--- src/rtl/csr_pkg.sv ---
`default_nettype none
// +--------------------------------------------------------------------------+
// | Package     : csr_pkg                                                    |
// | Description : Shared CSR access definitions: funct3 encodings, the       |
// |               read-modify-write sequencer states, requester identities   |
// |               and the read-only address prefix.                          |
// | Revision    : 1.0  initial release                                       |
// +--------------------------------------------------------------------------+
package csr_pkg;

  // funct3 encodings of the Zicsr instructions; 000 and 100 are unused.
  localparam logic [2:0] CSRRW  = 3'b001;
  localparam logic [2:0] CSRRS  = 3'b010;
  localparam logic [2:0] CSRRC  = 3'b011;
  localparam logic [2:0] CSRRWI = 3'b101;
  localparam logic [2:0] CSRRSI = 3'b110;
  localparam logic [2:0] CSRRCI = 3'b111;

  // Top two address bits equal to this value mark a read-only CSR.
  localparam logic [1:0] CSR_RO_PREFIX = 2'b11;

  typedef enum logic [1:0] {
    ST_IDLE  = 2'd0,
    ST_READ  = 2'd1,
    ST_WRITE = 2'd2,
    ST_RESP  = 2'd3
  } csr_state_e;

  typedef enum logic {
    OWN_CORE = 1'b0,
    OWN_DBG  = 1'b1
  } csr_owner_e;

endpackage
`default_nettype wire

--- src/rtl/csr_access_arbiter_if.sv ---
`default_nettype none
// +--------------------------------------------------------------------------+
// | Interface   : csr_access_arbiter_if                                      |
// | Description : One requester's CSR request/response channel.             |
// |   req_valid  : request present             (requester -> arbiter)       |
// |   req_ready  : request accepted this cycle (arbiter -> requester)       |
// |   op         : funct3 of the CSR instruction                             |
// |   addr       : CSR address                                               |
// |   wdata      : rs1 value or zero-extended uimm                           |
// |   resp_valid : one-cycle response pulse                                  |
// |   rdata      : old CSR value, held until the next response              |
// |   resp_err   : illegal op or write to a read-only CSR                    |
// | Revision    : 1.0  initial release                                       |
// +--------------------------------------------------------------------------+
interface csr_access_arbiter_if #(
  parameter int ADDR_W = 12,
  parameter int DATA_W = 32
) ();
  logic              req_valid;
  logic              req_ready;
  logic [2:0]        op;
  logic [ADDR_W-1:0] addr;
  logic [DATA_W-1:0] wdata;
  logic              resp_valid;
  logic [DATA_W-1:0] rdata;
  logic              resp_err;

  modport master (
    output req_valid, op, addr, wdata,
    input  req_ready, resp_valid, rdata, resp_err
  );

  modport slave (
    input  req_valid, op, addr, wdata,
    output req_ready, resp_valid, rdata, resp_err
  );
endinterface
`default_nettype wire

--- src/rtl/csr_rmw_alu.sv ---
`default_nettype none
// +--------------------------------------------------------------------------+
// | Module      : csr_rmw_alu                                                |
// | Description : Combinational CSR read-modify-write datapath. Computes the |
// |               new value, the write enable after RISC-V write-suppression |
// |               rules, and the error flag.                                 |
// |   op       in  funct3                                                    |
// |   old      in  current CSR value                                         |
// |   wdata    in  rs1 value / uimm                                          |
// |   addr     in  CSR address (only the read-only prefix is examined)       |
// |   new_data out value to write back                                       |
// |   wen      out write back new_data                                       |
// |   err      out illegal op, or a write attempted to a read-only CSR       |
// | Revision    : 1.0  initial release                                       |
// +--------------------------------------------------------------------------+
module csr_rmw_alu
  import csr_pkg::*;
#(
  parameter int ADDR_W = 12,
  parameter int DATA_W = 32
) (
  input  logic [2:0]        op,
  input  logic [DATA_W-1:0] old,
  input  logic [DATA_W-1:0] wdata,
  input  logic [ADDR_W-1:0] addr,
  output logic [DATA_W-1:0] new_data,
  output logic              wen,
  output logic              err
);

  logic writes;
  logic illegal;
  logic read_only;
  logic unused_addr_bits;

  assign read_only        = (addr[ADDR_W-1 -: 2] == CSR_RO_PREFIX);
  assign unused_addr_bits = ^addr[ADDR_W-3:0];

  always_comb begin
    new_data = old;
    writes   = 1'b0;
    illegal  = 1'b0;
    case (op)
      CSRRW, CSRRWI: begin
        new_data = wdata;
        writes   = 1'b1;
      end
      CSRRS, CSRRSI: begin
        new_data = old | wdata;
        writes   = |wdata;   // set with zero mask is a pure read
      end
      CSRRC, CSRRCI: begin
        new_data = old & ~wdata;
        writes   = |wdata;   // clear with zero mask is a pure read
      end
      default: illegal = 1'b1;
    endcase
  end

  // A read-only CSR may be read freely; only an attempted write faults.
  assign wen = writes & ~read_only;
  assign err = illegal | (writes & read_only);

endmodule
`default_nettype wire

--- src/rtl/csr_access_arbiter.sv ---
`default_nettype none
// +--------------------------------------------------------------------------+
// | Module      : csr_access_arbiter                                         |
// | Description : Serialises core and debug accesses to the shared CSR file  |
// |               (one read port, one write port). Each accepted op runs a   |
// |               fixed IDLE->READ->WRITE->RESP sequence; ties between the   |
// |               two requesters are broken round-robin.                     |
// |   clk          in  clock                                                 |
// |   rst          in  asynchronous active-high reset                        |
// |   core, dbg    slave request/response channels                           |
// |   csr_addr     out file address for both read and write                  |
// |   csr_rd_data  in  combinational file read data                          |
// |   csr_we       out file write enable                                     |
// |   csr_wr_data  out file write data                                       |
// | Revision    : 1.0  initial release                                       |
// +--------------------------------------------------------------------------+
module csr_access_arbiter
  import csr_pkg::*;
#(
  parameter int ADDR_W = 12,
  parameter int DATA_W = 32
) (
  input  logic                clk,
  input  logic                rst,
  csr_access_arbiter_if.slave core,
  csr_access_arbiter_if.slave dbg,
  output logic [ADDR_W-1:0]   csr_addr,
  input  logic [DATA_W-1:0]   csr_rd_data,
  output logic                csr_we,
  output logic [DATA_W-1:0]   csr_wr_data
);

  csr_state_e        state_q;
  csr_owner_e        last_grant_q;   // also identifies the in-flight owner
  logic [2:0]        op_q;
  logic [ADDR_W-1:0] addr_q;
  logic [DATA_W-1:0] wdata_q;
  logic [DATA_W-1:0] old_q;
  logic [DATA_W-1:0] wr_data_q;
  logic              we_q;
  logic              err_q;
  logic              core_resp_valid_q, dbg_resp_valid_q;
  logic [DATA_W-1:0] core_rdata_q, dbg_rdata_q;
  logic              core_err_q, dbg_err_q;

  logic              core_grant, dbg_grant;
  logic [DATA_W-1:0] alu_new;
  logic              alu_wen, alu_err;

  // Exactly one of the two terms can win when both are valid, because
  // last_grant_q selects a single requester.
  assign core_grant = (state_q == ST_IDLE) & core.req_valid &
                      (~dbg.req_valid | (last_grant_q == OWN_DBG));
  assign dbg_grant  = (state_q == ST_IDLE) & dbg.req_valid &
                      (~core.req_valid | (last_grant_q == OWN_CORE));

  // The ALU sees the live file read data during READ so that its result
  // can be registered straight into the WRITE-cycle outputs.
  csr_rmw_alu #(
    .ADDR_W (ADDR_W),
    .DATA_W (DATA_W)
  ) u_alu (
    .op       (op_q),
    .old      (csr_rd_data),
    .wdata    (wdata_q),
    .addr     (addr_q),
    .new_data (alu_new),
    .wen      (alu_wen),
    .err      (alu_err)
  );

  always_ff @(posedge clk or posedge rst) begin
    if (rst) begin
      state_q           <= ST_IDLE;
      last_grant_q      <= OWN_DBG;
      op_q              <= '0;
      addr_q            <= '0;
      wdata_q           <= '0;
      old_q             <= '0;
      wr_data_q         <= '0;
      we_q              <= 1'b0;
      err_q             <= 1'b0;
      core_resp_valid_q <= 1'b0;
      dbg_resp_valid_q  <= 1'b0;
      core_rdata_q      <= '0;
      dbg_rdata_q       <= '0;
      core_err_q        <= 1'b0;
      dbg_err_q         <= 1'b0;
    end else begin
      case (state_q)
        ST_IDLE: begin
          if (core_grant) begin
            last_grant_q <= OWN_CORE;
            op_q         <= core.op;
            addr_q       <= core.addr;
            wdata_q      <= core.wdata;
            state_q      <= ST_READ;
          end else if (dbg_grant) begin
            last_grant_q <= OWN_DBG;
            op_q         <= dbg.op;
            addr_q       <= dbg.addr;
            wdata_q      <= dbg.wdata;
            state_q      <= ST_READ;
          end
        end
        ST_READ: begin
          old_q     <= csr_rd_data;
          wr_data_q <= alu_new;
          we_q      <= alu_wen;
          err_q     <= alu_err;
          state_q   <= ST_WRITE;
        end
        ST_WRITE: begin
          we_q <= 1'b0;
          if (last_grant_q == OWN_CORE) begin
            core_resp_valid_q <= 1'b1;
            core_rdata_q      <= old_q;
            core_err_q        <= err_q;
          end else begin
            dbg_resp_valid_q  <= 1'b1;
            dbg_rdata_q       <= old_q;
            dbg_err_q         <= err_q;
          end
          state_q <= ST_RESP;
        end
        ST_RESP: begin
          core_resp_valid_q <= 1'b0;
          dbg_resp_valid_q  <= 1'b0;
          state_q           <= ST_IDLE;
        end
        default: state_q <= ST_IDLE;
      endcase
    end
  end

  assign core.req_ready  = core_grant;
  assign core.resp_valid = core_resp_valid_q;
  assign core.rdata      = core_rdata_q;
  assign core.resp_err   = core_err_q;

  assign dbg.req_ready   = dbg_grant;
  assign dbg.resp_valid  = dbg_resp_valid_q;
  assign dbg.rdata       = dbg_rdata_q;
  assign dbg.resp_err    = dbg_err_q;

  assign csr_addr    = addr_q;
  assign csr_we      = we_q;
  assign csr_wr_data = wr_data_q;

endmodule
`default_nettype wire

--- src/flat_wrapper.sv ---
// flat-port wrapper written by rule: the top's interface ports become plain ports
module csr_access_arbiter_flat import csr_pkg::*;
#(
  parameter int ADDR_W = 12,
  parameter int DATA_W = 32
)
  (clk, rst, csr_addr, csr_rd_data, csr_we, csr_wr_data, core_req_valid, core_op, core_addr, core_wdata, core_req_ready, core_resp_valid, core_rdata, core_resp_err, dbg_req_valid, dbg_op, dbg_addr, dbg_wdata, dbg_req_ready, dbg_resp_valid, dbg_rdata, dbg_resp_err);
  csr_access_arbiter_if #(.ADDR_W(ADDR_W), .DATA_W(DATA_W)) core_i ();
  csr_access_arbiter_if #(.ADDR_W(ADDR_W), .DATA_W(DATA_W)) dbg_i ();
  input  logic clk;
  input  logic rst;
  output logic [ADDR_W-1:0] csr_addr;
  input  logic [DATA_W-1:0] csr_rd_data;
  output logic csr_we;
  output logic [DATA_W-1:0] csr_wr_data;
  input wire logic [$bits(core_i.req_valid)-1:0] core_req_valid;
  input wire logic [$bits(core_i.op)-1:0] core_op;
  input wire logic [$bits(core_i.addr)-1:0] core_addr;
  input wire logic [$bits(core_i.wdata)-1:0] core_wdata;
  output wire logic [$bits(core_i.req_ready)-1:0] core_req_ready;
  output wire logic [$bits(core_i.resp_valid)-1:0] core_resp_valid;
  output wire logic [$bits(core_i.rdata)-1:0] core_rdata;
  output wire logic [$bits(core_i.resp_err)-1:0] core_resp_err;
  input wire logic [$bits(dbg_i.req_valid)-1:0] dbg_req_valid;
  input wire logic [$bits(dbg_i.op)-1:0] dbg_op;
  input wire logic [$bits(dbg_i.addr)-1:0] dbg_addr;
  input wire logic [$bits(dbg_i.wdata)-1:0] dbg_wdata;
  output wire logic [$bits(dbg_i.req_ready)-1:0] dbg_req_ready;
  output wire logic [$bits(dbg_i.resp_valid)-1:0] dbg_resp_valid;
  output wire logic [$bits(dbg_i.rdata)-1:0] dbg_rdata;
  output wire logic [$bits(dbg_i.resp_err)-1:0] dbg_resp_err;
  assign core_i.req_valid = core_req_valid;
  assign core_i.op = core_op;
  assign core_i.addr = core_addr;
  assign core_i.wdata = core_wdata;
  assign core_req_ready = core_i.req_ready;
  assign core_resp_valid = core_i.resp_valid;
  assign core_rdata = core_i.rdata;
  assign core_resp_err = core_i.resp_err;
  assign dbg_i.req_valid = dbg_req_valid;
  assign dbg_i.op = dbg_op;
  assign dbg_i.addr = dbg_addr;
  assign dbg_i.wdata = dbg_wdata;
  assign dbg_req_ready = dbg_i.req_ready;
  assign dbg_resp_valid = dbg_i.resp_valid;
  assign dbg_rdata = dbg_i.rdata;
  assign dbg_resp_err = dbg_i.resp_err;
  csr_access_arbiter #(.ADDR_W(ADDR_W), .DATA_W(DATA_W)) u_core (.clk(clk), .rst(rst), .core(core_i), .dbg(dbg_i), .csr_addr(csr_addr), .csr_rd_data(csr_rd_data), .csr_we(csr_we), .csr_wr_data(csr_wr_data));
endmodule
--- config.mk ---
export PLATFORM = sky130hd
export DESIGN_NAME = csr_access_arbiter_flat
export DESIGN_NICKNAME = d
export VERILOG_FILES = /design/src/rtl/csr_pkg.sv /design/src/rtl/csr_access_arbiter_if.sv /design/src/rtl/csr_rmw_alu.sv /design/src/rtl/csr_access_arbiter.sv /design/src/flat_wrapper.sv
export SDC_FILE = /design/constraint.sdc
export NUM_CORES = 1
export LEC_CHECK = 0
export CAP_MARGIN = 20
export CORE_MARGIN = 3
export CORE_UTILIZATION = 25
export DETAILED_ROUTE_END_ITERATION = 16
export PLACE_DENSITY = 0.54
export SYNTH_ARGS = -nofsm -noshare
export SYNTH_HDL_FRONTEND = slang
export SYNTH_SLANG_ARGS = --single-unit
--- constraint.sdc ---
create_clock -name clk -period 12.6 [get_ports clk]
set_clock_uncertainty 0.15 [all_clocks]
set_input_delay 1.89 -clock clk [delete_from_list [all_inputs] [get_ports clk]]
set_output_delay 1.89 -clock clk [all_outputs]
set_load 0.1 [all_outputs]
==> flow_summary.ini <==
[timing]
fin_crit_sh_pct = 47.43
setup_viol = 0
slew_violations = 0
worst-slew-pin-transition_ps = 1105
slew_headroom_pct = 26.09
maxClockFrequency_mhz = 167.3
holdWs_ps = 332.3
min_period_ps = 5976
setup_tns_ps = 0
final_hold_viol_count = 0
rsz0062_at_grt = false

[drt]
wl_met2_um = 10970
detail-route-antenna-nets = 0
drc = 0
drt_iter0_drc = 212
viasPerCell = 4.439
highest_layer = met4
wl_per_cell_um = 17.94
met3RoutedLength_um = 1423
drt-met1-wl_um = 10370
drt_first_pass_iters = 4
wirelength_um = 23000
num_vias = 5691

[grt]
grt_overflow = 0
grt_first_pass_wirelength_um = 34910
gr-usage-all-layers_pct = 13.39
grt_pass1_vias = 5803
antenna_found_initial = 1
grt_max_degree = 125

[hold_path]
worst_hold_path.num_cells = 2
hold_path_class = reg2reg

[die]
start_util_pct = 25.45
die-area_sq_um = 34390
ios = 245
coreArea_sq_um = 31640
die_h_um = 185.4
die_x_um = 185.4
core.rowCount = 65

[job]
cap_viol_max_count = 0

[placement]
postPlaceCellArea_sq_um = 10800
place_congestion = 0.6743
dp.cells = 1248
numPortBuffers = 242
post-dp-hpwl_um = 15520

[setup_path]
r2r_cells = 6
worst_setup_path_end_kind = primary output
critical_path_class = in2out
crit_fanout = 4
cp-start-kind = input pin
required_ps = 10560
worstPathArrival_ps = 3940

[cts]
cts.repair.resized = 0
clock_sink_count = 183
insertion_delay_ps = 420
ctsHtreeMaxLevel = 4
clk_pin_slew_ps = 80
clk_path_buf_depth = 2
cts_tree = yes
hold_buffers = 0
cts_buffers = 17
cts_setup_buffers = 0
cts-root-buf = clkbuf_16

[logic_synthesis]
async_flop_share_pct = 100.0
synth_flop_cell = dfrtp_1
ys_seq_area_share_pct = 56.90
synth_edf_count = 0
synth-seq-cells = 183
synth_area_per_cell_sq_um = 12.58
syn_inst = 640
yosysTopAreaCell = dfrtp_1
ys_warn_count = 0
yosysUniqueCellTypes = 37
synth_top_area_share_pct = 56.57
synth_area_leaders = dfrtp_1 57%, mux2_2 18%, mux2i_1 5.8%
syn_area_sq_um = 8050
synthesis.nets = 775

[outcome]
status = finished clean

[final_layout]
final_nets = 1001
drive_gt1_share_pct = 20.59
areaGrowthSynthToFinish_pct = 41.62
fin_cells = 1282
final_area_sq_um = 11400
==> registers in the layout, summed over array words and instances (netlist names) <==
| name | cells |
|---|---|
| u_core.core.rdata | 32 |
| u_core.csr_wr_data | 32 |
| u_core.dbg.rdata | 32 |
| u_core.old_q | 32 |
| u_core.wdata_q | 32 |
| u_core.csr_addr | 12 |
| u_core.op_q | 2 |
| u_core.state_q | 2 |
| u_core.core.resp_err | 1 |
| u_core.core.resp_valid | 1 |
| u_core.csr_we | 1 |
| u_core.dbg.resp_err | 1 |
| u_core.dbg.resp_valid | 1 |
| u_core.err_q | 1 |
| u_core.last_grant_q | 1 |
==> stage by stage <==
step	utilization, %	setup WS (ps)
floorplan	-	5590
global placement	34.14	6598
CTS	35.97	6590
global route	36.04	6565
finish	36.04	6624
detailed placement	34.14	6590
==> Yosys cell counts, drive strengths merged (2+ instances only) <==
| cell type | instances |
|---|---|
| o21ai | 50 |
| nand2b | 2 |
| a211oi | 30 |
| nor4 | 6 |
| xnor2 | 2 |
| buf | 30 |
| mux2 | 131 |
| ha | 5 |
| inv | 7 |
| nor3 | 2 |
| dfrtp | 182 |
| a21oi | 36 |
| clkbuf | 10 |
| a31o | 2 |
| mux2i | 47 |
| nand2 | 54 |
| nor2 | 32 |
==> critical path, cell delays in order <==
cell and delay, ps:
clkdlybuf4s50_1 620, o211ai_4 130, inv_1 70, clkdlybuf4s50_1 1210
==> area by class of cell <==
class / count / area [sq um]
clock inverter: 12 / 141.4
multi-input combinational: 410 / 3231
sequential: 183 / 4581
inverter: 7 / 33.78
antenna: 1 / 2.502
timing repair buffer: 247 / 2472
tap: 402 / 503.0
clock buffer: 20 / 436.7
fill: 3095 / 20240
==> layout by cell type (no fill, tap or decap), types with 3 or more instances in the layout <==
cell / count
clkdlybuf4s50_1: 242
inv_6: 4
a211oi_1: 30
nand2_1: 53
a21oi_1: 34
nor4_1: 4
inv_1: 6
o21ai_1: 29
mux2i_1: 47
ha_1: 4
dfrtp_1: 182
clkbuf_1: 3
mux2_2: 131
o21ai_0: 20
nor2_1: 32
buf_4: 4
clkbuf_16: 17
clkinv_4: 3
==> final timing paths <==
check                                               start                                to  slack (ps)
max in group asynchronous                             rst    u_core.wdata_q[13]$_DFFE_PP0P_        8990
hold / removal             u_core.csr_addr[8]$_DFFE_PP0P_    u_core.csr_addr[8]$_DFFE_PP0P_         330
hold reg to reg            u_core.csr_addr[8]$_DFFE_PP0P_    u_core.csr_addr[8]$_DFFE_PP0P_         330
min in group asynchronous                             rst  u_core.dbg.rdata[15]$_DFFE_PP0P_        1910
setup reg to reg            u_core.state_q[0]$_DFFE_PP0P_    u_core.wdata_q[29]$_DFFE_PP0P_       10120
setup / recovery                           core_req_valid                    core_req_ready        6620
==> cell families (layout without fill, tap and decap cells) <==
kind of cell / count (synthesis) / count (layout) / synth area share [%]
compound gates: 120 / 120 / 8.704
xor+xnor: 2 / 2 / 0.2176
fa+ha+maj: 5 / 5 / 0.7771
buf+inv: 47 / 286 / 3.482
flops: 183 / 183 / 56.90
mux: 178 / 178 / 24.17
other cells: 0 / 1 / 0
simple gates: 105 / 105 / 5.751
==> per-layer routing <==
metal / track usage (%) / up-vias
met3: 3.633 / 14
met4: 2.761 / 0
li1: - / 2732
met1: 17.76 / 2790
met2: 22.06 / 155
met5: 0 / -
Power is left out: the tool's default activity adds up to more than one toggle a clock period on the data nets, which glitch-free logic cannot reach.
